$ cat src/rtl/pipe_pkg.sv
// Shared definitions for the pipeline hazard controller: opcodes, FSM states,
// scoreboard entry layout and forwarding-select encodings.
package pipe_pkg;

  localparam logic [5:0] OP_ALU  = 6'b000100;
  localparam logic [5:0] OP_LW   = 6'b100000;
  localparam logic [5:0] OP_SW   = 6'b000010;
  localparam logic [5:0] OP_BEQ  = 6'b000110;
  localparam logic [5:0] OP_HALT = 6'b111111;

  typedef enum logic [1:0] {
    RUN   = 2'd0,
    STALL = 2'd1,
    FLUSH = 2'd2,
    HALT  = 2'd3
  } state_t;

  typedef struct packed {
    logic       valid;
    logic [4:0] dest;
    logic       is_load;
  } sb_entry_t;

  localparam sb_entry_t SB_EMPTY = '0;

  // ALU operand source selects
  localparam logic [1:0] FWD_RF     = 2'd0;
  localparam logic [1:0] FWD_EXEMEM = 2'd1;
  localparam logic [1:0] FWD_MEMWB  = 2'd2;

endpackage

$ cat src/rtl/pipe_hazard_ctrl_if.sv
// Signal bundle between the pipeline datapath and the hazard controller.
// master = datapath side (drives ID instruction and events), slave = controller.
interface pipe_hazard_ctrl_if;
  import pipe_pkg::*;

  logic [31:0] ir_id;
  logic        br_taken_mem;
  logic        run;
  logic        pc_write;
  logic        ifid_write;
  logic        ifid_flush;
  logic        idexe_bubble;
  logic        exemem_flush;
  state_t      state;
  logic        halted;
  logic [15:0] stall_cnt;
  logic [1:0]  fwd_a;
  logic [1:0]  fwd_b;

  modport master (
    output ir_id, br_taken_mem, run,
    input  pc_write, ifid_write, ifid_flush, idexe_bubble, exemem_flush,
           state, halted, stall_cnt, fwd_a, fwd_b
  );

  modport slave (
    input  ir_id, br_taken_mem, run,
    output pc_write, ifid_write, ifid_flush, idexe_bubble, exemem_flush,
           state, halted, stall_cnt, fwd_a, fwd_b
  );

endinterface

$ cat src/rtl/pipe_dec.sv
// Purely combinational field decode of the ID-stage instruction:
// destination, source registers in use, load and halt flags.
module pipe_dec
  import pipe_pkg::*;
(
  input  logic [31:0] ir,
  output logic [4:0]  rs,
  output logic [4:0]  rt,
  output logic        use_rs,
  output logic        use_rt,
  output logic        has_dest,
  output logic [4:0]  dest,
  output logic        is_load,
  output logic        is_halt
);

  // Immediate/funct bits carry no register information for hazard purposes.
  logic unused_funct;
  assign unused_funct = ^ir[10:0];

  assign rs = ir[25:21];
  assign rt = ir[20:16];

  // Opcode to register-usage mapping; unknown opcodes touch no registers.
  always_comb begin
    use_rs   = 1'b0;
    use_rt   = 1'b0;
    has_dest = 1'b0;
    dest     = 5'd0;
    is_load  = 1'b0;
    is_halt  = 1'b0;
    case (ir[31:26])
      OP_ALU: begin
        use_rs   = 1'b1;
        use_rt   = 1'b1;
        has_dest = 1'b1;
        dest     = ir[15:11];
      end
      OP_LW: begin
        use_rs   = 1'b1;
        has_dest = 1'b1;
        dest     = ir[20:16];
        is_load  = 1'b1;
      end
      OP_SW, OP_BEQ: begin
        use_rs = 1'b1;
        use_rt = 1'b1;
      end
      OP_HALT: is_halt = 1'b1;
      default: ;
    endcase
  end

endmodule

$ cat src/rtl/pipe_hazard_ctrl.sv
// Pipeline hazard controller: EXE/MEM/WB destination scoreboard, RAW stall
// detection, branch flush, HALT/run sequencing and a saturating stall counter.
// Build option PIPE_FWD_EN: enables operand forwarding selects and restricts
// stalls to load-use hazards.
module pipe_hazard_ctrl
  import pipe_pkg::*;
(
  input  logic               clk,
  input  logic               rst_n,
  pipe_hazard_ctrl_if.slave  hz
);

  logic [4:0]  dec_rs, dec_rt, dec_dest;
  logic        dec_use_rs, dec_use_rt, dec_has_dest, dec_is_load, dec_is_halt;
  sb_entry_t   dec_entry;
  sb_entry_t   sb_exe, sb_mem, sb_wb;
  state_t      state_q, state_d;
  logic [15:0] stall_cnt_q;
  logic        hazard, stall_cyc;
  logic        hit_rs_exe, hit_rt_exe, hit_rs_mem, hit_rt_mem;
  logic        pc_write, ifid_write, ifid_flush, idexe_bubble, exemem_flush;

  // WB is tracked so the pipeline picture is complete, but the register file
  // writes in the first half-cycle so it never causes a conflict.
  logic unused_sb;
  assign unused_sb = ^{sb_wb, sb_exe.is_load};

  function automatic logic src_hit(input logic use_src, input logic [4:0] src,
                                   input sb_entry_t e);
    return use_src && e.valid && (e.dest != 5'd0) && (e.dest == src);
  endfunction

  function automatic logic [15:0] sat_inc(input logic [15:0] v);
    return (v == 16'hFFFF) ? v : v + 16'd1;
  endfunction

  pipe_dec u_dec (
    .ir       (hz.ir_id),
    .rs       (dec_rs),
    .rt       (dec_rt),
    .use_rs   (dec_use_rs),
    .use_rt   (dec_use_rt),
    .has_dest (dec_has_dest),
    .dest     (dec_dest),
    .is_load  (dec_is_load),
    .is_halt  (dec_is_halt)
  );

  assign dec_entry  = '{valid: dec_has_dest, dest: dec_dest, is_load: dec_is_load};
  assign hit_rs_exe = src_hit(dec_use_rs, dec_rs, sb_exe);
  assign hit_rt_exe = src_hit(dec_use_rt, dec_rt, sb_exe);
  assign hit_rs_mem = src_hit(dec_use_rs, dec_rs, sb_mem);
  assign hit_rt_mem = src_hit(dec_use_rt, dec_rt, sb_mem);

`ifdef PIPE_FWD_EN
  // Only a load still in EXE cannot be forwarded in time.
  assign hazard   = sb_exe.is_load && (hit_rs_exe || hit_rt_exe);
  assign hz.fwd_a = hit_rs_exe ? FWD_EXEMEM : (hit_rs_mem ? FWD_MEMWB : FWD_RF);
  assign hz.fwd_b = hit_rt_exe ? FWD_EXEMEM : (hit_rt_mem ? FWD_MEMWB : FWD_RF);
`else
  assign hazard   = hit_rs_exe || hit_rt_exe || hit_rs_mem || hit_rt_mem;
  assign hz.fwd_a = FWD_RF;
  assign hz.fwd_b = FWD_RF;
`endif

  // Only genuine hazard stalls count; flush wins over stall and HALT never counts.
  assign stall_cyc = (state_q != HALT) && !hz.br_taken_mem && hazard;

  // FSM state register
  always_ff @(posedge clk or negedge rst_n) begin
    if (!rst_n) state_q <= RUN;
    else        state_q <= state_d;
  end

  // FSM next state: HALT waits for run; otherwise state records last cycle's action
  always_comb begin
    state_d = state_q;
    case (state_q)
      HALT: if (hz.run) state_d = RUN;
      default: begin
        if (hz.br_taken_mem)  state_d = FLUSH;
        else if (dec_is_halt) state_d = HALT;
        else if (hazard)      state_d = STALL;
        else                  state_d = RUN;
      end
    endcase
  end

  // FSM outputs: pipeline enables, bubbles and flushes for the current cycle
  always_comb begin
    pc_write     = 1'b1;
    ifid_write   = 1'b1;
    ifid_flush   = 1'b0;
    idexe_bubble = 1'b0;
    exemem_flush = 1'b0;
    if (state_q == HALT) begin
      pc_write     = 1'b0;
      ifid_write   = 1'b0;
      idexe_bubble = 1'b1;
      ifid_flush   = hz.run;
    end else if (hz.br_taken_mem) begin
      ifid_flush   = 1'b1;
      idexe_bubble = 1'b1;
      exemem_flush = 1'b1;
    end else if (hazard) begin
      pc_write     = 1'b0;
      ifid_write   = 1'b0;
      idexe_bubble = 1'b1;
    end
  end

  // Scoreboard shift; in HALT the ID word stays put and MEM/WB drain empty
  always_ff @(posedge clk or negedge rst_n) begin
    if (!rst_n) begin
      sb_exe <= SB_EMPTY;
      sb_mem <= SB_EMPTY;
      sb_wb  <= SB_EMPTY;
    end else if (state_q == HALT) begin
      sb_mem <= SB_EMPTY;
      sb_wb  <= sb_mem;
    end else begin
      sb_exe <= idexe_bubble ? SB_EMPTY : dec_entry;
      sb_mem <= exemem_flush ? SB_EMPTY : sb_exe;
      sb_wb  <= sb_mem;
    end
  end

  // Saturating count of hazard-stall cycles
  always_ff @(posedge clk or negedge rst_n) begin
    if (!rst_n)         stall_cnt_q <= 16'd0;
    else if (stall_cyc) stall_cnt_q <= sat_inc(stall_cnt_q);
  end

  assign hz.pc_write     = pc_write;
  assign hz.ifid_write   = ifid_write;
  assign hz.ifid_flush   = ifid_flush;
  assign hz.idexe_bubble = idexe_bubble;
  assign hz.exemem_flush = exemem_flush;
  assign hz.state        = state_q;
  assign hz.halted       = (state_q == HALT);
  assign hz.stall_cnt    = stall_cnt_q;

endmodule

$ cat src/flat_wrapper.sv
// flat-port wrapper written by rule: the top's interface ports become plain ports
module pipe_hazard_ctrl_flat import pipe_pkg::*;
  (clk, rst_n, hz_ir_id, hz_br_taken_mem, hz_run, hz_pc_write, hz_ifid_write, hz_ifid_flush, hz_idexe_bubble, hz_exemem_flush, hz_state, hz_halted, hz_stall_cnt, hz_fwd_a, hz_fwd_b);
  pipe_hazard_ctrl_if hz_i ();
  input  logic clk;
  input  logic rst_n;
  input wire logic [$bits(hz_i.ir_id)-1:0] hz_ir_id;
  input wire logic [$bits(hz_i.br_taken_mem)-1:0] hz_br_taken_mem;
  input wire logic [$bits(hz_i.run)-1:0] hz_run;
  output wire logic [$bits(hz_i.pc_write)-1:0] hz_pc_write;
  output wire logic [$bits(hz_i.ifid_write)-1:0] hz_ifid_write;
  output wire logic [$bits(hz_i.ifid_flush)-1:0] hz_ifid_flush;
  output wire logic [$bits(hz_i.idexe_bubble)-1:0] hz_idexe_bubble;
  output wire logic [$bits(hz_i.exemem_flush)-1:0] hz_exemem_flush;
  output wire logic [$bits(hz_i.state)-1:0] hz_state;
  output wire logic [$bits(hz_i.halted)-1:0] hz_halted;
  output wire logic [$bits(hz_i.stall_cnt)-1:0] hz_stall_cnt;
  output wire logic [$bits(hz_i.fwd_a)-1:0] hz_fwd_a;
  output wire logic [$bits(hz_i.fwd_b)-1:0] hz_fwd_b;
  assign hz_i.ir_id = hz_ir_id;
  assign hz_i.br_taken_mem = hz_br_taken_mem;
  assign hz_i.run = hz_run;
  assign hz_pc_write = hz_i.pc_write;
  assign hz_ifid_write = hz_i.ifid_write;
  assign hz_ifid_flush = hz_i.ifid_flush;
  assign hz_idexe_bubble = hz_i.idexe_bubble;
  assign hz_exemem_flush = hz_i.exemem_flush;
  assign hz_state = hz_i.state;
  assign hz_halted = hz_i.halted;
  assign hz_stall_cnt = hz_i.stall_cnt;
  assign hz_fwd_a = hz_i.fwd_a;
  assign hz_fwd_b = hz_i.fwd_b;
  pipe_hazard_ctrl u_core (.clk(clk), .rst_n(rst_n), .hz(hz_i));
endmodule
$ cat config.mk
export PLATFORM = sky130hd
export DESIGN_NAME = pipe_hazard_ctrl_flat
export DESIGN_NICKNAME = d
export VERILOG_FILES = /design/src/rtl/pipe_pkg.sv /design/src/rtl/pipe_hazard_ctrl_if.sv /design/src/rtl/pipe_dec.sv /design/src/rtl/pipe_hazard_ctrl.sv /design/src/flat_wrapper.sv
export SDC_FILE = /design/constraint.sdc
export NUM_CORES = 1
export LEC_CHECK = 0
export CAP_MARGIN = 20
export CORE_ASPECT_RATIO = 1.25
export CORE_MARGIN = 10
export CORE_UTILIZATION = 45
export DETAILED_ROUTE_END_ITERATION = 10
export PLACE_DENSITY = 0.86
export SLEW_MARGIN = 0
export SYNTH_ARGS = -nofsm -noshare
export SYNTH_HDL_FRONTEND = slang
export SYNTH_SLANG_ARGS = --single-unit
$ cat constraint.sdc
create_clock -name clk -period 2.8 [get_ports clk]
set_clock_uncertainty 0.15 [all_clocks]
set_input_delay 0.56 -clock clk [delete_from_list [all_inputs] [get_ports clk]]
set_output_delay 0.56 -clock clk [all_outputs]
set_load 0.005 [all_outputs]
==> impl_metrics.json, run 1 <==
{
  "timing.final.hold_violations": 0,
  "cts_tree": "yes",
  "rrSetupSlack_ps": 170,
  "place_hpwl_um": 3700,
  "path_buf_inv": 2,
  "syn_to_final_growth_pct": 45.7,
  "grt_pass1_vias": 1679,
  "ant_nets": 0,
  "regArea_um2": 751,
  "start_util_pct": 47.0,
  "yosys_most_used_dff": "dfrtp_1",
  "wirelength_um": 4920,
  "synth.avg_cell_area_um2": 10.2,
  "cp_max_fo": 3,
  "startpoint_type": "input pin",
  "required_ps": 2090,
  "critPathTopFamily": "simple AND/OR/NAND/NOR gates",
  "worstSetupEndpointType": "output pin",
  "cpPeakStageDelay_ps": 280,
  "fin_crit_sh_pct": 96.3,
  "std_cell_rows": 25,
  "coreArea_mm2": 0.00382,
  "drt-vias-per-instance": 5.12,
  "period_needed_ps": 2700,
  "clk_pin_slew_ps": 60,
  "insertion_delay_ps": 290,
  "synth_area_leaders": "dfrtp_1 (42%), xor2_1 (13%), xnor2_1 (4.4%)",
  "worst_slew_pin_slew_ps": 982,
  "dr.pass1.iters": 4,
  "htreeDepth": 2,
  "ios": 64,
  "finalSetupTns_ps": 0,
  "grt_use_total_pct": 14.4,
  "drc": 0,
  "io_buffers": 48,
  "fmax_mhz": 371,
  "peakVddDrop_mv": 0.528,
  "seq_area_frac_synth_pct": 41.8,
  "antennaDiodeCount": 0,
  "p_total_mw": 1.10,
  "place_ws_ps": -614,
  "wl_per_cell_um": 16.2,
  "min_path_type": "flop to flop",
  "ys_ff_latch": 30,
  "worst_slack_ps": 103,
  "ys_warn_count": 0,
  "synth.top_cell.area_share_pct": 41.8,
  "drt_iter0_drc": 71,
  "powerDensity_mw_per_mm2": 420,
  "cp.depth": 9,
  "fill_cells": 301,
  "hold_ws_ps": 335,
  "critPathKind": "input pin to output pin",
  "holdPathStages": 1,
  "synthCells": 176,
  "worstPathCellList": "dlygate4sd2_1 > nor4_4 > o21ai_2 > nor3_2 > a21oi_1 > o22a_1 > nor2_1 > nor2_1 > buf_2",
  "synth_area_mm2": 0.00179,
  "max_cap_viol_count": 0,
  "cts_inserted_buffers": 5,
  "die_h_um": 90.6,
  "p_leak_nw": 1.23,
  "r2r_start": "u_core.hz.stall_cnt[2]$_DFFE_PN0P_",
  "finalSetupViolCount": 0,
  "drive_gt1_share_pct": 24.9,
  "grt_max_degree": 31,
  "status": "finished, final reports clean",
  "critPathMostFrequentCell": "nor2_1",
  "yosysTopAreaCell": "dfrtp_1",
  "arrival_ps": 1990,
  "fin_cells": 303,
  "worstRegToRegCells": 7,
  "cts.sinks": 30,
  "routed-via-count": 1550,
  "rsz0062_at_grt": "false",
  "async_reset_ff_share_pct": 100,
  "cts_hold_buf": 0,
  "cts-root-buf": "clkbuf_8",
  "fin_nets": 285,
  "place_congestion": 0.946,
  "grt_overflow": 0,
  "synth_edf_count": 0,
  "clk_path_buf_depth": 2,
  "grt_pass1_wl_um": 8130,
  "antenna_found_initial": 0,
  "ys_types": 41,
  "place_inst": 292,
  "multiInputGateArea_um2": 998,
  "hp-start": "u_core.hz.stall_cnt[10]$_DFFE_PN0P_",
  "crit_start": "hz_ir_id[30]",
  "die_x_um": 76.5,
  "slew_violations": 0,
  "slowest_stage": "dlygate4sd2_1",
  "die_area_mm2": 0.00693,
  "slew-limit-headroom_pct": 34.2
}
==> what timing repair did <==
action | in CTS | in global routing
buffers inserted | 2 | 1
setup endpoints to repair | 3 | 3
gates resized for setup | 37 | 7
gates cloned | 0 | 0
pin swaps | 5 | 9
hold endpoints to repair | 0 | 0
==> final timing paths <==
kind / to
worst min-delay path: u_core.hz.stall_cnt[10]$_DFFE_PN0P_
worst max-delay path: hz_pc_write
worst max register to register: u_core.hz.stall_cnt[3]$_DFFE_PN0P_
max in group asynchronous: u_core.hz.stall_cnt[0]$_DFFE_PN0P_
min in group asynchronous: u_core.hz.stall_cnt[10]$_DFFE_PN0P_
worst min register to register: u_core.hz.stall_cnt[10]$_DFFE_PN0P_
==> routing by layer <==
metal / share of wire (%) / global-route usage, % / wire length (um)
met5: 0 / 0 / 0
met4: 2.4 / 5.90 / 120
met3: 4.5 / 4.18 / 222
met2: 54 / 25.9 / 2660
met1: 39 / 15.1 / 1920
==> synthesized netlist by cell type, types with 2 or more instances <==
cell type / n
a21oi_1: 2
a22oi_1: 5
and2_1: 8
and3_1: 3
buf_4: 5
buf_6: 2
clkbuf_1: 2
dfrtp_1: 30
inv_1: 2
nand2_1: 17
nand3_1: 6
nand4_1: 3
nor2_1: 7
nor3_1: 6
nor3_2: 6
nor4_1: 2
nor4_2: 5
o211ai_1: 2
o21ai_0: 6
or4_1: 2
xnor2_1: 9
xor2_1: 27
==> state kept, by name (all words and copies together), names as in the netlist <==
register / cells
u_core.hz.state: 2
u_core.hz.stall_cnt: 16
u_core.sb_mem: 6
u_core.sb_exe: 6
==> final cells by class <==
| class | count | area share, % |
|---|---|---|
| clock inverter | 2 | 2.30 |
| multi-input combinational | 136 | 38.2 |
| sequential | 30 | 28.7 |
| tap | 54 | 2.58 |
| timing repair buffer | 73 | 24.8 |
| inverter | 2 | 0.287 |
| clock buffer | 6 | 3.16 |
==> where the power goes <==
group	leakage, nW	total (mW)	switching [mW]	internal, mW
Clock	0.0714	0.551	0.171	0.379
Combinational	0.747	0.111	0.0539	0.0567
Sequential	0.411	0.437	0.00136	0.435
==> through the flow <==
step	cell area, um2	utilization, %
floorplan	1810	-
global placement	2440	64.0
detailed placement	2440	64.0
CTS	2600	68.1
global route	2620	68.5
finish	2620	68.5
==> cell families after synthesis <==
| logic type | count (synthesis) | share of synthesized area [%] |
|---|---|---|
| other | 1 | 0.209 |
| and+or+nand+nor | 71 | 25.6 |
| adders and majority gates | 1 | 0.697 |
| muxes | 1 | 0.628 |
| buffers and inverters | 13 | 4.67 |
| xor gates and xnor gates | 36 | 17.6 |
| DFF | 30 | 41.8 |
| AOI/OAI and AO/OA | 23 | 8.79 |
==> cells in the final DEF (no fill, tap or decap), types with 3 or more instances in the layout <==
cell | netlist | routed
dfrtp_1 | 30 | 30
clkdlybuf4s50_1 | 0 | 29
xor2_1 | 27 | 27
buf_4 | 5 | 24
nand2_1 | 17 | 16
nor3_2 | 6 | 9
dlygate4sd2_1 | 0 | 9
and2_1 | 8 | 8
xnor2_1 | 9 | 8
nor2_1 | 7 | 6
nand3_1 | 6 | 6
o21ai_0 | 6 | 6
clkbuf_8 | 0 | 6
nor4_2 | 5 | 5
a22oi_1 | 5 | 5
conb_1 | 1 | 4
nor3_1 | 6 | 3
nand4_1 | 3 | 3
and3_1 | 3 | 3
(Power assumes the default switching activity.)
==> inputs of run 2 (changes only) <==
SLEW_MARGIN = unset   (was 0)
==> results of run 2 <==
Same layout as run 1: the final DEF is identical, and so are final timing and power.
==> inputs of run 3 (changes only) <==
SKIP_CTS_REPAIR_TIMING = 1   (was unset)
==> run 3 against run 2 <==
Effect of this change:
- non-clock buffer count fell by 2
- fmax hardly changed
- final cell count decreased by 0.66%
- combinational power about the same
- global-route usage shrank 0.18 points
- utilization grew 0.69 points
- clock power is essentially flat
- critical path depth is 1 higher
- critical path type unchanged
==> impl_metrics.json, run 3 (synthesis results as in run 1) <==
{
  "ios": 64,
  "cpPeakStageDelay_ps": 260,
  "clk_pin_slew_ps": 60,
  "powerDensity_mw_per_mm2": 416,
  "drc": 0,
  "peakVddDrop_mv": 0.529,
  "internal_power_mw": 0.873,
  "place_hpwl_um": 3700,
  "p_leak_nw": 1.31,
  "slew-limit-headroom_pct": 34.1,
  "finalSetupViolCount": 0,
  "period_needed_ps": 2700,
  "clk_path_buf_depth": 2,
  "holdPathStages": 1,
  "max_cap_viol_count": 0,
  "fin_nets": 283,
  "hold_ws_ps": 334,
  "start_util_pct": 47.0,
  "timing.final.hold_violations": 0,
  "final_cell_mix": "dfrtp_1 (30), clkdlybuf4s50_1 (29), xor2_1 (26), buf_4 (23), nand2_1 (16)",
  "std_cell_rows": 25,
  "antennaDiodeCount": 0,
  "dr.pass1.iters": 3,
  "place_inst": 292,
  "fin_cells": 301,
  "die_x_um": 76.5,
  "cts.sinks": 30,
  "r2r_start": "u_core.hz.stall_cnt[2]$_DFFE_PN0P_",
  "critPathMostFrequentCell": "nor2_1",
  "cp_max_fo": 3,
  "layout_commonest_cell": "dfrtp_1",
  "io_buffers": 48,
  "fmax_mhz": 371,
  "largest_register_ff_count": 16,
  "holdPathEnd": "u_core.hz.stall_cnt[10]$_DFFE_PN0P_",
  "rrSetupSlack_ps": 160,
  "die_area_mm2": 0.00693,
  "htreeDepth": 2,
  "min_path_type": "flop to flop",
  "p_seq_share_pct": 39.7,
  "grt_max_degree": 31,
  "hp-start": "u_core.hz.stall_cnt[10]$_DFFE_PN0P_",
  "grt_use_total_pct": 14.2,
  "power.share.clock_pct": 50.1,
  "grt_pass1_wl_um": 8020,
  "worstReg2RegEnd": "u_core.hz.stall_cnt[3]$_DFFE_PN0P_",
  "cts_tree": "yes",
  "routed-via-count": 1539,
  "worstSetupEndpointType": "output pin",
  "antenna_found_initial": 0,
  "worst_slew_pin_slew_ps": 982,
  "slowest_stage": "nor4_1",
  "p_comb_share_pct": 10.2,
  "regArea_um2": 751,
  "grt_pass1_vias": 1669,
  "wirelength_um": 4940,
  "arrival_ps": 1990,
  "slew_violations": 0,
  "required_ps": 2090,
  "power_switching_share_pct": 20.6,
  "grt_overflow": 0,
  "syn_to_final_growth_pct": 47.2,
  "insertion_delay_ps": 290,
  "drt-vias-per-instance": 5.11,
  "power.switching_mw": 0.226,
  "startpoint_type": "input pin",
  "p_total_mw": 1.10,
  "drt_iter0_drc": 47,
  "worstRegToRegCells": 7,
  "critPathKind": "input pin to output pin",
  "worstPathCellList": "clkbuf_2 > nor2_2 > xor2_1 > nor4_1 > buf_4 > o211ai_1 > o22a_1 > nor2_1 > nor2_1 > buf_2",
  "cts_inserted_buffers": 5,
  "die_h_um": 90.6,
  "multiInputGateArea_mm2": 0.00101,
  "ant_nets": 0,
  "place_congestion": 0.946,
  "fin_crit_sh_pct": 96.4,
  "rsz0062_at_grt": "false",
  "wl_per_cell_um": 16.4,
  "drive_gt1_share_pct": 24.7,
  "status": "finished, final reports clean",
  "coreArea_mm2": 0.00382,
  "cts-root-buf": "clkbuf_8",
  "fill_cells": 286
}
## run 3: cell types whose count changed in the layout (fill, tap and decap cells not counted), moves of 2 or more
| cell | change |
|---|---|
| clkbuf_2 | +2 |
| clkdlybuf4s15_1 | -2 |
| dlygate4sd2_1 | -9 |
| dlymetal6s2s_1 | +11 |
## run 3: per-stage QoR
| step | instance area (um2) | utilization [%] | setup slack, ps | TNS (ps) |
|---|---|---|---|---|
| finish | 2640 | 69.2 | 102 | 0 |
| global route | 2640 | 69.2 | 2.49 | 0 |
| CTS | 2580 | 67.7 | -625 | -1850 |
| detailed placement | 2440 | 64.0 | -614 | -4000 |
| global placement | 2440 | 64.0 | -580 | -3070 |
| floorplan | 1810 | - | 134 | 0 |
## run 3: worst max path at each step
stage                                             from              end  cells past startpoint
after floorplan                           hz_ir_id[29]      hz_pc_write                     10
after global placement                    hz_ir_id[31]  hz_idexe_bubble                      8
after detailed placement                  hz_ir_id[31]      hz_pc_write                      9
after CTS                                 hz_ir_id[31]  hz_idexe_bubble                      8
after global routing      u_core.sb_exe[2]$_DFFE_PN0N_      hz_pc_write                      9
final                                     hz_ir_id[27]      hz_pc_write                     10
## run 3: layout make-up
cell class,instances,area share (%)
Clock inverter,2,2.27
Timing Repair Buffer,71,25.1
Inverter,2,0.284
Multi-Input combinational cell,136,38.3
Clock buffer,6,3.13
Sequential cell,30,28.4
Tap cell,54,2.56
## run 3: power groups by stage
stage / Clock [mW] / Sequential [mW] / Combinational, mW
2_1_floorplan: 0 / 0.445 / 0.0365
3_3_place_gp: 0 / 0.445 / 0.112
3_5_place_dp: 0 / 0.445 / 0.112
4_1_cts: 0.555 / 0.437 / 0.114
5_1_grt: 0.581 / 0.437 / 0.123
6_report: 0.550 / 0.437 / 0.112
## run 3: routing by layer
layer / vias to the layer above / wire [um] / global-route usage, % / share of wire [%]
met5: - / 0 / 0 / 0
met3: 11 / 245 / 4.68 / 5.0
met2: 41 / 2680 / 25.5 / 54
li1: 744 / - / - / -
met1: 743 / 1900 / 14.7 / 38
met4: 0 / 120 / 5.90 / 2.4
## run 3: critical path, delay by kind of cell
family	cells	cell delay, ps
xor gates and xnor gates	1	90
and+or+nand+nor	4	580
AOI/OAI and AO/OA	2	340
buffers and inverters	3	420
